`src/rtl/ula_arbiter.sv`:
```
// Two-requester arbiter sharing one external combinational ULA: IDLE -> EXEC -> RESP.
// Define ULA_ARBITER_RR_EN for round-robin on ties; otherwise requester 0 has fixed priority.
`timescale 1ns/1ps
module ula_arbiter #(
  parameter int WIDTH = 32
) (
  input  logic             clk,
  input  logic             reset,
  input  logic             req0_valid,
  output logic             req0_ready,
  input  logic [3:0]       req0_op,
  input  logic [0:WIDTH-1] req0_a,
  input  logic [0:WIDTH-1] req0_b,
  input  logic             req1_valid,
  output logic             req1_ready,
  input  logic [3:0]       req1_op,
  input  logic [0:WIDTH-1] req1_a,
  input  logic [0:WIDTH-1] req1_b,
  output logic [3:0]       ula_op,
  output logic [0:WIDTH-1] ula_a,
  output logic [0:WIDTH-1] ula_b,
  input  logic [0:WIDTH-1] ula_result,
  output logic             rsp_valid,
  input  logic             rsp_ready,
  output logic             rsp_id,
  output logic [0:WIDTH-1] rsp_data,
  output logic             rsp_err,
  output logic             busy
);

  typedef enum logic [1:0] {
    IDLE = 2'd0,
    EXEC = 2'd1,
    RESP = 2'd2
  } state_t;

  state_t state;
  logic   last_id;
  logic   grant_id;
  logic   accept;

  function automatic logic op_illegal(input logic [3:0] op);
    case (op)
      4'b0000, 4'b0001, 4'b0010, 4'b0110, 4'b0111: op_illegal = 1'b0;
      default:                                     op_illegal = 1'b1;
    endcase
  endfunction

  // A lone requester always wins; only a tie consults the policy.
  always_comb begin
    if (req0_valid && req1_valid) begin
`ifdef ULA_ARBITER_RR_EN
      grant_id = ~last_id;
`else
      grant_id = 1'b0;
`endif
    end else begin
      grant_id = ~req0_valid;
    end
  end

  // Readies are gated by reset so nothing looks accepted while the block is held.
  assign accept     = ~reset && (state == IDLE) && (req0_valid || req1_valid);
  assign req0_ready = accept && !grant_id;
  assign req1_ready = accept && grant_id;
  assign busy       = (state != IDLE);

  // NOTE: all state uses non-blocking assignments so every register samples pre-edge values.
  always_ff @(posedge clk or posedge reset) begin
    if (reset) begin
      state     <= IDLE;
      last_id   <= 1'b1;
      ula_op    <= 4'b0000;
      ula_a     <= '0;
      ula_b     <= '0;
      rsp_valid <= 1'b0;
      rsp_id    <= 1'b0;
      rsp_data  <= '0;
      rsp_err   <= 1'b0;
    end else begin
      case (state)
        IDLE: begin
          if (accept) begin
            last_id <= grant_id;
            ula_op  <= grant_id ? req1_op : req0_op;
            ula_a   <= grant_id ? req1_a  : req0_a;
            ula_b   <= grant_id ? req1_b  : req0_b;
            state   <= EXEC;
          end
        end
        EXEC: begin
          // last_id still names the requester whose operation is on the ULA.
          rsp_id    <= last_id;
          rsp_data  <= ula_result;
          rsp_err   <= op_illegal(ula_op);
          rsp_valid <= 1'b1;
          state     <= RESP;
        end
        RESP: begin
          if (rsp_ready) begin
            rsp_valid <= 1'b0;
            state     <= IDLE;
          end
        end
        default: begin
          rsp_valid <= 1'b0;
          state     <= IDLE;
        end
      endcase
    end
  end

endmodule

```
`config.mk`:
```
export PLATFORM = sky130hd
export DESIGN_NAME = ula_arbiter
export DESIGN_NICKNAME = d
export VERILOG_FILES = /design/src/rtl/ula_arbiter.sv
export SDC_FILE = /design/constraint.sdc
export NUM_CORES = 1
export LEC_CHECK = 0
export BUFFER_PORTS_ARGS = -buffer_cell sky130_fd_sc_hd__buf_2
export CAP_MARGIN = 10
export CORE_ASPECT_RATIO = 2
export CORE_MARGIN = 2
export CORE_UTILIZATION = 25
export DETAILED_ROUTE_END_ITERATION = 8
export PLACE_DENSITY = 0.48
export SYNTH_ARGS = -nofsm -noshare
export SYNTH_HDL_FRONTEND = slang
export SYNTH_SLANG_ARGS = --single-unit
```
`constraint.sdc`:
```
create_clock -name clk -period 3.59 [get_ports clk]
set_clock_uncertainty 0.2 [all_clocks]
set_input_delay 0.359 -clock clk [delete_from_list [all_inputs] [get_ports clk]]
set_output_delay 0.359 -clock clk [all_outputs]
set_load 0.01 [all_outputs]
```
==> run summary, run 1 <==
The initial core utilization is 0.2541. The iteration-0 DRC count of the detailed router came out at 124. The area growth from synthesis to layout is 40.97%. The ratio of total power to cell area came out at 765.5 mW/mm^2.

TritonCTS built the clock tree. In this run, synthesis produced a sequential element count of 106. The share of the Yosys chip area taken by registers is 0.5732. The worst reg-to-reg setup slack is 1.23 ns.

The worst setup path is captured at an output port. The post-CTS setup-driven buffer insertion count came out at 0. The die span in y came out at 196.4 um. The final-report setup violation count came out at 0. The number of max-cap violations came out at 0. STA classifies the critical path startpoint as a primary input. The overall die area is 0.01969 sq mm. The number of library cell types mapped by synthesis came out at 26. The clock slew seen by the registers of the worst setup and hold paths is 0.07 ns. The tree is rooted in a sky130_fd_sc_hd__clkbuf_16.

The slowest stage of the critical path belongs to the cell sky130_fd_sc_hd__or3_2. The worst register-to-register path begins at state[0]. The half-perimeter wire length after placement is 11.05 mm. The family with the most delay on the worst path is buffers and inverters. The largest driver fanout on the critical path came out at 26. The minimum period implied by the final worst setup slack is 2.618 ns.

For this design, the sink count on the clock tree is 106. The worst slew margin relative to its limit came out at 0.3604. The number of cells on the worst reg-to-reg path is 4.

The most critical setup path has its startpoint at reset. The static power due to leakage is 3.059 nW. In the final routed layout, each cell accounts on average for 18.27 um. The largest single stage delay on the critical path is 0.68 ns. The fill cell instance count of the final layout came out at 1874. The pre-CTS setup slack came out at 1.213 ns. VDD sags by at most 225.8 uV. The net count of the finished layout is 771.

The worst register-to-register path ends at ula_a[6]. Synthesis produced a netlist with a net count of 510. The core region area is 0.01822 sq mm.

The all-layer global routing usage is 0.1543. The average via count per standard cell is 5.027. The maximum count of clock buffers along a single path is 2. Summing over every cut layer, the via total after detailed routing is 4137.

Setup repair after global routing left no endpoint under its margin. The routed design has 15.04 mm of wire. The cell row count is 70. The first-pass iteration count of the detailed router is 4.

The number of antenna violations at the first check in global routing was 4. Yosys printed 0 warnings. The total congestion overflow came out at 0.

The number of gates given a new drive strength after cts is 0. The final worst setup slack came out at 0.9718 ns. The run finished with clean final reports. The count of input and output buffers came out at 278.

The most numerous cell type found on the critical path is sky130_fd_sc_hd__buf_2. The synthesized area came out at 0.004629 sq mm. The critical path ends at req1_ready.

The number of standard cells after synthesis is 337. The H-tree was split into 3 levels. The slew at the pin closest to its max-slew limit is 0.9574 ns.

The first-pass GRT wire length is 23.79 mm. The worst setup path is of the in2out kind. The number of hold violations in the final report is 0.

Buffers inserted to repair hold after CTS numbered 1. The share of cells above drive strength 1 is 0.6302. For the worst setup path, the data arrival time is 2.06 ns. The type of the most critical hold path is in2reg.

The remaining routing DRC violations came out at 0. The synthesized area per cell is 13.74 sq um. The setup TNS is 0 ns. The placer congestion estimate is 0.7575.

The number of global-route vias before repair came out at 4519. The antenna violation net count after detailed routing came out at 0. Based on the critical path, the design can be clocked at up to 381.9 MHz. The max-slew violation count is 0. The CTS buffer count came out at 9. The signal on the critical path passes through dlygate4sd3_1 > buf_2 > or3_2 > nor2_1 > buf_2. The count of pins on the block boundary is 279. The number of buffers and inverters on the critical path came out at 3. STA puts the critical path data required time at 3.03 ns. The clock reaches the later pin of the worst-skew pair after 0.34 ns. Counting buffers and inverters, the worst setup path is 5 cells deep. The final cycle utilization of the critical path is 0.7293. The horizontal extent of the die is 100.2 um.

The largest net degree at the start of global routing is 57.
report_power, final:
part	internal, W	total [W]	leakage [nW]	switching, W
combinational	0.000980	0.00187	1.65	0.000891
sequential	0.00174	0.00209	1.26	0.000353
clock	0.000569	0.00104	0.147	0.000468
total	0.00328	0.00500	3.06	0.00171
worst min path at each step:
stage | start | end | depth (start not counted)
floorplan | last_id | last_id | 2
global placement | ula_b[12] | ula_b[12] | 1
detailed placement | rsp_valid | rsp_valid | 1
CTS | ula_result[5] | rsp_data[5] | 2
global route | ula_result[30] | rsp_data[30] | 2
finish | ula_result[5] | rsp_data[5] | 2
layout by cell type (no fill, tap or decap):
master | Yosys | final
sky130_fd_sc_hd__a21o_1 | 1 | 1
sky130_fd_sc_hd__a21oi_1 | 2 | 2
sky130_fd_sc_hd__a22oi_1 | 32 | 32
sky130_fd_sc_hd__a31oi_1 | 1 | 1
sky130_fd_sc_hd__buf_12 | 0 | 1
sky130_fd_sc_hd__buf_2 | 13 | 278
sky130_fd_sc_hd__buf_4 | 0 | 8
sky130_fd_sc_hd__bufinv_16 | 0 | 1
sky130_fd_sc_hd__clkbuf_16 | 0 | 9
sky130_fd_sc_hd__clkbuf_8 | 0 | 1
sky130_fd_sc_hd__clkinv_4 | 0 | 1
sky130_fd_sc_hd__clkinvlp_4 | 0 | 2
sky130_fd_sc_hd__dfrtp_1 | 105 | 105
sky130_fd_sc_hd__dfstp_2 | 1 | 1
sky130_fd_sc_hd__diode_2 | 0 | 4
sky130_fd_sc_hd__dlygate4sd3_1 | 0 | 1
sky130_fd_sc_hd__inv_1 | 4 | 3
sky130_fd_sc_hd__inv_4 | 0 | 1
sky130_fd_sc_hd__inv_6 | 0 | 1
sky130_fd_sc_hd__inv_8 | 0 | 1
sky130_fd_sc_hd__mux2_2 | 33 | 33
sky130_fd_sc_hd__nand2_1 | 2 | 2
sky130_fd_sc_hd__nand2b_1 | 1 | 1
sky130_fd_sc_hd__nand3b_1 | 1 | 1
sky130_fd_sc_hd__nor2_1 | 4 | 4
sky130_fd_sc_hd__nor2b_2 | 0 | 1
sky130_fd_sc_hd__nor2b_4 | 0 | 1
sky130_fd_sc_hd__nor3_2 | 0 | 1
sky130_fd_sc_hd__o21a_1 | 1 | 1
sky130_fd_sc_hd__o21ai_0 | 1 | 1
sky130_fd_sc_hd__o221a_2 | 36 | 36
sky130_fd_sc_hd__o22ai_1 | 1 | 1
sky130_fd_sc_hd__o2bb2ai_1 | 31 | 31
sky130_fd_sc_hd__o32a_1 | 36 | 36
sky130_fd_sc_hd__or2_2 | 2 | 2
sky130_fd_sc_hd__or3_2 | 0 | 1
metal layers:
metal  part of all wire  GRT usage  up-vias
li1                   -          -     1906
met1               0.37     0.1661     2030
met2               0.54     0.2801      176
met3              0.061    0.03546       23
met4              0.026    0.07052        2
met5            0.00086          0        -
cell usage after synthesis:
cell type,count,area (sq um)
sky130_fd_sc_hd__a21o_1,1,7.510
sky130_fd_sc_hd__a21oi_1,2,10.01
sky130_fd_sc_hd__a22oi_1,32,240.2
sky130_fd_sc_hd__a31oi_1,1,6.260
sky130_fd_sc_hd__buf_1,2,7.510
sky130_fd_sc_hd__buf_2,13,65.06
sky130_fd_sc_hd__buf_6,5,56.30
sky130_fd_sc_hd__clkbuf_1,18,67.56
sky130_fd_sc_hd__dfrtp_1,105,2628
sky130_fd_sc_hd__dfstp_2,1,26.28
sky130_fd_sc_hd__inv_1,4,15.01
sky130_fd_sc_hd__mux2_2,33,371.6
sky130_fd_sc_hd__nand2_1,2,7.510
sky130_fd_sc_hd__nand2b_1,1,6.260
sky130_fd_sc_hd__nand3b_1,1,7.510
sky130_fd_sc_hd__nor2_1,4,15.01
sky130_fd_sc_hd__nor2b_1,2,12.51
sky130_fd_sc_hd__nor3_1,1,5.000
sky130_fd_sc_hd__o21a_1,1,7.510
sky130_fd_sc_hd__o21ai_0,1,5.000
sky130_fd_sc_hd__o221a_2,36,405.4
sky130_fd_sc_hd__o22ai_1,1,6.260
sky130_fd_sc_hd__o2bb2ai_1,31,271.5
sky130_fd_sc_hd__o32a_1,36,360.4
sky130_fd_sc_hd__or2_2,2,12.51
sky130_fd_sc_hd__or3_1,1,6.260
flip-flops by register name, indices dropped and copies added (netlist names):
name / count
ula_op: 4
last_id: 1
ula_a: 32
rsp_id: 1
rsp_valid: 1
state: 2
ula_b: 32
rsp_err: 1
rsp_data: 32
cell type report:
| type | instances | area [sq um] | share of cell area |
|---|---|---|---|
| clock inverters | 6 | 73.82 | 0.01131 |
| clock buffers | 10 | 239.0 | 0.03662 |
| multi-input cells | 189 | 1780 | 0.2728 |
| flip-flops and latches | 106 | 2654 | 0.4066 |
| repair buffers | 288 | 1481 | 0.2270 |
| diodes | 4 | 10.01 | 0.001534 |
| well taps | 216 | 270.3 | 0.04141 |
| inverters | 4 | 17.52 | 0.002684 |
stage by stage:
stage | hold slack (ns) | total power [W] | utilization | instances | area (sq um)
finish | 0.03976 | 0.004996 | 0.3582 | 823 | 6526
global route | 0.01594 | 0.005336 | 0.3581 | 822 | 6524
floorplan | 0.2931 | 0.003149 | - | 337 | 4629
global placement | 0.2704 | 0.003986 | 0.3400 | 802 | 6193
CTS | 0.02092 | 0.005082 | 0.3577 | 819 | 6516
detailed placement | 0.2659 | 0.004023 | 0.3400 | 802 | 6193
cells by family after synthesis:
kind of cell	after synthesis	synth area share
AND/OR/NAND/NOR	14	0.01568
buffers and inverters	42	0.04567
flip-flops	106	0.5732
AO/OA/AOI/OAI	142	0.2851
multiplexers	33	0.08027
No activity file was read; power rests on OpenSTA's default activity.
==> run 2: changes to the inputs <==
ABC_AREA = 1   (was default)
PLACE_DENSITY = 0.49   (was 0.48)
clock period = 2.2 ns   (was 3.59 ns; I/O delays follow)
==> run summary, run 2 <==
The flow ran to the end, and the final reports show no timing, DRC or antenna violations. The first-pass iteration count of the detailed router came out at 5. The max-slew violation count was 0.

The data arrival time of the critical path came out at 1.64 ns. The number of global-route vias before repair came out at 5755. The number of standard cells after synthesis came out at 688. Across the VDD grid, the largest voltage drop is 368.6 uV. Measured in cells, the most critical reg-to-reg path has a length of 5. The setup TNS came out at 0 ns.

The achievable frequency came out at 486.3 MHz. The final route contains 5698 vias. The area growth from synthesis to layout is 59.84%. The final-report setup violation count came out at 0. The adder-cell share of the synthesized area is 0. The switching portion of total power came out at 0.3750. The remaining routing DRC violations came out at 0. The internal portion of the total power is 0.005049 W.

The first-pass GRT wire length came out at 29.08 mm. The ratio of total power to cell area is 984.2 mW/mm^2. The largest net degree at the start of global routing came out at 107. After synthesis the cells add up to 0.005135 sq mm.

Clock-pin slew was measured on the worst setup and hold paths at 0.08 ns. The clock group share of total power is 0.216. The tree is rooted in a sky130_fd_sc_hd__clkbuf_16. In this run the number of cells on the critical path is 6. The slew at the pin closest to its max-slew limit came out at 0.7251 ns. After synthesis, the largest family of logic cells by area is simple AND/OR/NAND/NOR gates.

The instance count along the most critical hold path is 5. For this run, the leading register cell type out of synthesis is sky130_fd_sc_hd__dfrtp_1. The number of nets handed over by synthesis was 861.

The number of antenna violations at the first check in global routing came out at 0. The type of the most critical hold path is in2reg. The CTS buffer count came out at 9. The total overflow left after global routing is 0.

The core region area came out at 0.02028 sq mm. The clock net sink count came out at 106. In the layout the commonest cells are 445 x sky130_fd_sc_hd__nand2_1, 278 x sky130_fd_sc_hd__buf_2, 111 x sky130_fd_sc_hd__dlygate4sd3_1, 105 x sky130_fd_sc_hd__dfrtp_1, 60 x sky130_fd_sc_hd__nand3_1. The antenna violation net count after detailed routing came out at 0. The routed design has 18.79 mm of wire. Measured against its own limit, the worst slew margin works out to 0.5166. After synthesis, the cell types taking the most area are sky130_fd_sc_hd__dfrtp_1 51%, sky130_fd_sc_hd__nand2_1 33%, sky130_fd_sc_hd__nand3_1 5.8%. The floorplan step defined a die boundary enclosing 0.02177 sq mm. sky130_fd_sc_hd__dfrtp_1 takes more of the synthesized area than any other cell. The maximum count of clock buffers along a single path is 2. The share of cells above drive strength 1 came out at 0.3089. Of the post-synthesis cell area, the dominant cell type holds 0.5117. The number of library cell types mapped by synthesis is 17. The number of hold violations in the final report is 0. The floorplan step set the die height to 206.7 um.

Row generation in the floorplan step produced 74 rows. The synthesized area per cell is 7.464 sq um. The count of input and output buffers is 278. Leaving out fill and tap cells, the most frequent cell in the layout is sky130_fd_sc_hd__nand2_1. The maximum level of the CTS H-tree is 3. 0 antenna diodes ended up in the layout. The initial core utilization is 0.2532. The sequential fraction of the synthesis area came out at 0.5168.

In this run the horizontal extent of the chip is 105.3 um. For this design the static power due to leakage is 4.756 nW. The all-layer global routing usage is 0.1704. The count of pins on the block boundary came out at 279. The net switching power of the design came out at 0.003029 W.

Dividing the detail-routed via count by the number of cells gives 4.291. The number of buffers and inverters on the critical path is 3. The type of the setup path with the least slack is reg2out. The flip-flop and latch count after synthesis came out at 106. The minimum period implied by the final worst setup slack came out at 2.057 ns. The largest registers in the layout are rsp_data (32), ula_a (32), ula_b (32). Clock latency on the worst-skew pair, taken at its later pin, is 0.35 ns. Among all stages on the critical path, the largest delay is contributed by sky130_fd_sc_hd__dfrtp_1.

The post-synthesis simple-gate area fraction is 0.4208. The net count of the finished layout is 1230. The placer congestion estimate came out at 0.7872. The number of warnings issued by yosys is 0. Setup repair after global routing left no endpoint under its margin. The number of max-cap violations is 0. The iteration-0 DRC count of the detailed router is 230. The worst setup path is launched from a flop.

The fraction of synthesis flops using an asynchronous set or reset pin is 1.000. STA classifies the critical path endpoint as an output port. By count the netlist is led by 445 x sky130_fd_sc_hd__nand2_1, 105 x sky130_fd_sc_hd__dfrtp_1, 60 x sky130_fd_sc_hd__nand3_1, 29 x sky130_fd_sc_hd__buf_2, 10 x sky130_fd_sc_hd__nand3_2. The post-detailed-route wirelength per cell is 14.15 um. The post-synthesis compound-gate area fraction was 0.002924. The most numerous cell in the Yosys netlist is sky130_fd_sc_hd__nand2_1.

On the critical path the largest part of the delay comes from simple AND/OR/NAND/NOR gates. The xor-xnor portion of the synthesized cell area is 0. Summing internal, switching and leakage power gives 0.008078 W. For this run, the slowest stage of the critical path takes 0.42 ns. TritonCTS built the clock tree. The HPWL after detailed placement is 12.73 mm.

The post-synthesis mux area share came out at 0. Of the total power, combinational logic draws 0.388. The final cycle utilization of the critical path came out at 0.9348. The number of enable flip-flop cells after synthesis is 0. In this run the worst path has a maximum fanout of 19. At the worst endpoint, the required time is 1.78 ns. The share of total power dissipated in sequential elements is 0.396. The critical path goes through inv_2 > nand2_4 > nor2_8 > nand3_1 > inv_1 > buf_2.
-- run 2: final timing paths --
check / startpoint / end / slack (ns)
max: state[0] / req1_ready / 0.14
min: req0_a[29] / ula_a[29] / 0.002
max reg2reg: state[1] / ula_a[17] / 0.58
min reg2reg: rsp_data[13] / rsp_data[13] / 0.27
max in group asynchronous: reset / ula_a[20] / 0.79
min in group asynchronous: reset / ula_b[6] / 0.50
-- run 2: cell type report --
class | instances | area, sq um
inverters | 12 | 51.30
repair buffers | 399 | 2653
multi-input cells | 529 | 2196
fillers | 2135 | 12070
flip-flops and latches | 106 | 2654
well taps | 266 | 332.8
clock inverters | 4 | 55.05
clock buffers | 12 | 266.5
-- run 2: worst register-to-register path, cell delays in order (launching register included) --
cell and delay, ns:
sky130_fd_sc_hd__dfrtp_1 0.45, sky130_fd_sc_hd__nor2_2 0.22, sky130_fd_sc_hd__nand3_4 0.26, sky130_fd_sc_hd__buf_12 0.25, sky130_fd_sc_hd__nand2_1 0.09, sky130_fd_sc_hd__nand2_1 0.05
-- run 2: layer usage --
layer	share of wire	GRT usage	vias to the layer above
met3	0.028	0.01852	33
li1	-	-	2847
met1	0.39	0.1838	2660
met5	0	0	-
met2	0.55	0.3263	158
met4	0.034	0.08143	0
-- run 2: timing repair --
action / 4_1_cts / 5_1_grt
endpoints found under the hold margin: 183 / 0
hold buffers: 111 / 0
gates resized for setup: 0 / 1
buffers inserted: 0 / 0
endpoints found under the setup margin: 0 / 1
-- run 2: per-stage QoR --
| step | setup WS [ns] | std cells | utilization | cell area [sq um] | hold WS (ns) |
|---|---|---|---|---|---|
| after floorplan | -0.4899 | 688 | - | 5152 | 0.1272 |
| after global placement | 0.5089 | 1200 | 0.3335 | 6763 | 0.2223 |
| after detailed placement | 0.4845 | 1200 | 0.3335 | 6763 | 0.2259 |
| after CTS | 0.08080 | 1327 | 0.4042 | 8195 | 0.00001482 |
| after global routing | 0.01254 | 1328 | 0.4048 | 8208 | 0.01050 |
| final | 0.1435 | 1328 | 0.4048 | 8208 | 0.002313 |
-- run 2: kinds of logic (layout without fill, tap and decap cells) --
family	count (synthesis)	count (layout)
simple gates	525	526
compound gates	3	3
buf+inv	54	427
flops	106	106
-- run 2: power groups by stage --
stage	combinational, W	clock [W]	sequential [W]
2_1_floorplan	0.00114	0	0.00361
3_3_place_gp	0.00297	0	0.00322
3_5_place_dp	0.00300	0	0.00323
4_1_cts	0.00318	0.00182	0.00320
5_1_grt	0.00347	0.00190	0.00331
6_report	0.00313	0.00175	0.00320
==> run 3: changes to the inputs <==
RECOVER_POWER = 25   (was default)
REMOVE_ABC_BUFFERS = 1   (was default)
==> run summary, run 3 (same netlist as run 2, synthesis figures left out) <==
The combinational share of power came out at 0.386. The congestion estimate from routability-driven global placement came to 0.7977. The all-layer global routing usage came out at 0.1701. In the final layout, the registers with the most flip-flops are rsp_data (32), ula_a (32), ula_b (32). Global routing finished with a remaining overflow of 0. Once detailed placement completed, the half-perimeter wirelength came to 13.03 mm. The analysis attributes to cell leakage a power of 4.541 nW.

The terminating pin of the worst hold path is ula_a[25]. The clock latency on the worst-skew pair is 0.36 ns. In this run the critical register-to-register path is launched from state[1]. The endpoint required time on the critical path is 1.78 ns. The first-pass GRT wire length came out at 28.71 mm. The final cycle utilization of the critical path came out at 0.9172. The switching portion of total power is 0.3949.

The library cell used most frequently in the layout, excluding fill and tap cells, is sky130_fd_sc_hd__nand2_1. Setup repair after global routing left no endpoint under its margin. Measured along the x axis, the die boundary spans 105.3 um. In this design, the stage delay of the slowest critical-path cell is 0.45 ns. The post-route standard cell area excluding fillers is 0.008207 sq mm. Dividing the detail-routed wire length by the instance count gives 14.21 um. The core region is 0.02028 sq mm. The initial core utilization is 0.2532. The remaining routing DRC violations is 0. The startpoint kind of the worst setup timing path is a flop. The aggregate routed wire length is 19.15 mm. Setup violations remaining at the end of the flow were counted as 0. The number of antenna violations at the first check in global routing came out at 1. From synthesis to final layout, the design area changed by 59.82%. The die span in y came out at 206.7 um. The area after detailed placement is 0.006744 sq mm. For this design, the slowest cell found on the critical path is sky130_fd_sc_hd__dfrtp_1. In this run the worst path has a maximum fanout of 9. TritonCTS built the clock tree. The number of hold violations in the final report is 0. The signal on the critical path passes through nor2_2 > nand3_4 > nor2_1 > buf_2.

The worst hold path begins at req1_a[25]. The clock group share of total power came out at 0.198. The run finished with clean final reports. For the pin with the worst max-slew slack, the measured transition is 0.6012 ns. Derived from the worst setup path, the maximum achievable clock frequency is 495.6 MHz. The net count of the finished layout came out at 1249.

Counting instances, the worst hold path has a depth of 5. The largest net degree at the start of global routing came out at 107. The worst reg-to-reg setup slack came out at 0.44 ns. The count of input and output buffers came out at 278.

The worst slew margin relative to its limit is 0.5986. The CTS buffer count is 9. The minimum period implied by the final worst setup slack came out at 2.018 ns. The root cell of the clock tree is sky130_fd_sc_hd__clkbuf_16. In the layout the commonest cells are 445 x sky130_fd_sc_hd__nand2_1, 199 x sky130_fd_sc_hd__buf_2, 125 x sky130_fd_sc_hd__dlygate4sd3_1, 105 x sky130_fd_sc_hd__dfrtp_1, 80 x sky130_fd_sc_hd__clkbuf_1. The H-tree was split into 3 levels.

The number of placed instances, taps included, is 1202. The worst hold path belongs to the class in2reg. The vias after detailed routing is 5733. The worst IR drop on VDD is 403.5 uV. The max-slew violation count is 0. After clock tree synthesis, the clock-pin slew on the worst setup and hold paths is 0.08 ns. The maximum count of clock buffers along a single path is 2. The total power came out at 0.007742 W. The first detailed-routing pass took 4 iterations. The type of the setup path with the least slack is reg2out. The worst hold slack is 0.001640 ns. The iteration-0 DRC count of the detailed router is 224. Summed over all nets, the switching power comes to 0.003057 W. In the routed layout, each cell is associated on average with a via count of 4.253. The ratio of total power to cell area is 943.4 mW/mm^2. The overall die area came out at 0.02177 sq mm. The part of the total power dissipated in sequential elements is 0.416. The clock drives 106 sinks. In this run the remaining antenna-violating nets after routing total 0. The count of pins on the block boundary came out at 279. The endpoint identified for the worst register-to-register timing path is ula_a[31].

The share of cells above drive strength 1 is 0.2331. The internal power of the cells totals 0.004685 W. The number of global-route vias before repair is 5669. The depth of the worst register-to-register path is 6.

The data arrival time of the critical path is 1.60 ns. The worst setup path is captured at an output port. The cell row count came out at 74. The number of standard cells in the final layout excluding fillers is 1348. The number of max-cap violations is 0.
## run 3: per-stage QoR
step	utilization	setup TNS, ns	setup slack, ns
floorplan	-	-239.29	-2.017
CTS	0.4078	0	0.06777
global placement	0.3326	0	0.5077
detailed placement	0.3326	0	0.4643
global route	0.4047	0	0.02472
finish	0.4047	0	0.1822
## run 3: layout make-up
| class | instances | area (sq um) |
|---|---|---|
| repair buffers | 418 | 2706 |
| well taps | 266 | 332.8 |
| fillers | 2158 | 12070 |
| flip-flops and latches | 106 | 2654 |
| multi-input cells | 529 | 2188 |
| clock buffers | 10 | 229.0 |
| clock inverters | 6 | 43.79 |
| diodes | 1 | 2.502 |
| inverters | 12 | 50.05 |
## run 3: worst max path at each step
stage                        start          to  slack, ns  cells past startpoint
after floorplan              reset  req0_ready      -2.02                      3
after global placement    state[1]  req0_ready       0.51                      4
after detailed placement  state[1]  req0_ready       0.46                      4
after CTS                 state[1]  req0_ready       0.07                      4
after global routing      state[1]  req0_ready       0.02                      4
final                     state[1]  req0_ready       0.18                      4
## run 3: per-layer routing
| layer | vias to the layer above | wire length, um | global-route usage |
|---|---|---|---|
| met3 | 34 | 640 | 0.02198 |
| met5 | - | 0 | 0 |
| met2 | 172 | 10720 | 0.3316 |
| li1 | 2881 | - | - |
| met1 | 2646 | 7165 | 0.1752 |
| met4 | 0 | 627 | 0.08381 |
## run 3: timing repair
item                                   4_1_cts  5_1_grt
setup endpoints to repair                    0        1
hold buffers                               125        0
endpoints found under the hold margin      189        0
gates resized for setup                      0        1
buffers inserted                             0        3
## run 3: worst max-delay path, delay by kind of cell (launching register included)
kind          cells  cell delay (ns)
simple gates      3             0.65
buf+inv           1             0.15
flops             1             0.45
## run 3: power groups by stage
| stage | clock, W | combinational [W] | sequential [W] |
|---|---|---|---|
| 2_1_floorplan | 0 | 0.00103 | 0.00361 |
| 5_1_grt | 0.00167 | 0.00333 | 0.00332 |
| 4_1_cts | 0.00160 | 0.00319 | 0.00320 |
| 3_5_place_dp | 0 | 0.00299 | 0.00322 |
| 6_report | 0.00153 | 0.00299 | 0.00322 |
| 3_3_place_gp | 0 | 0.00295 | 0.00323 |
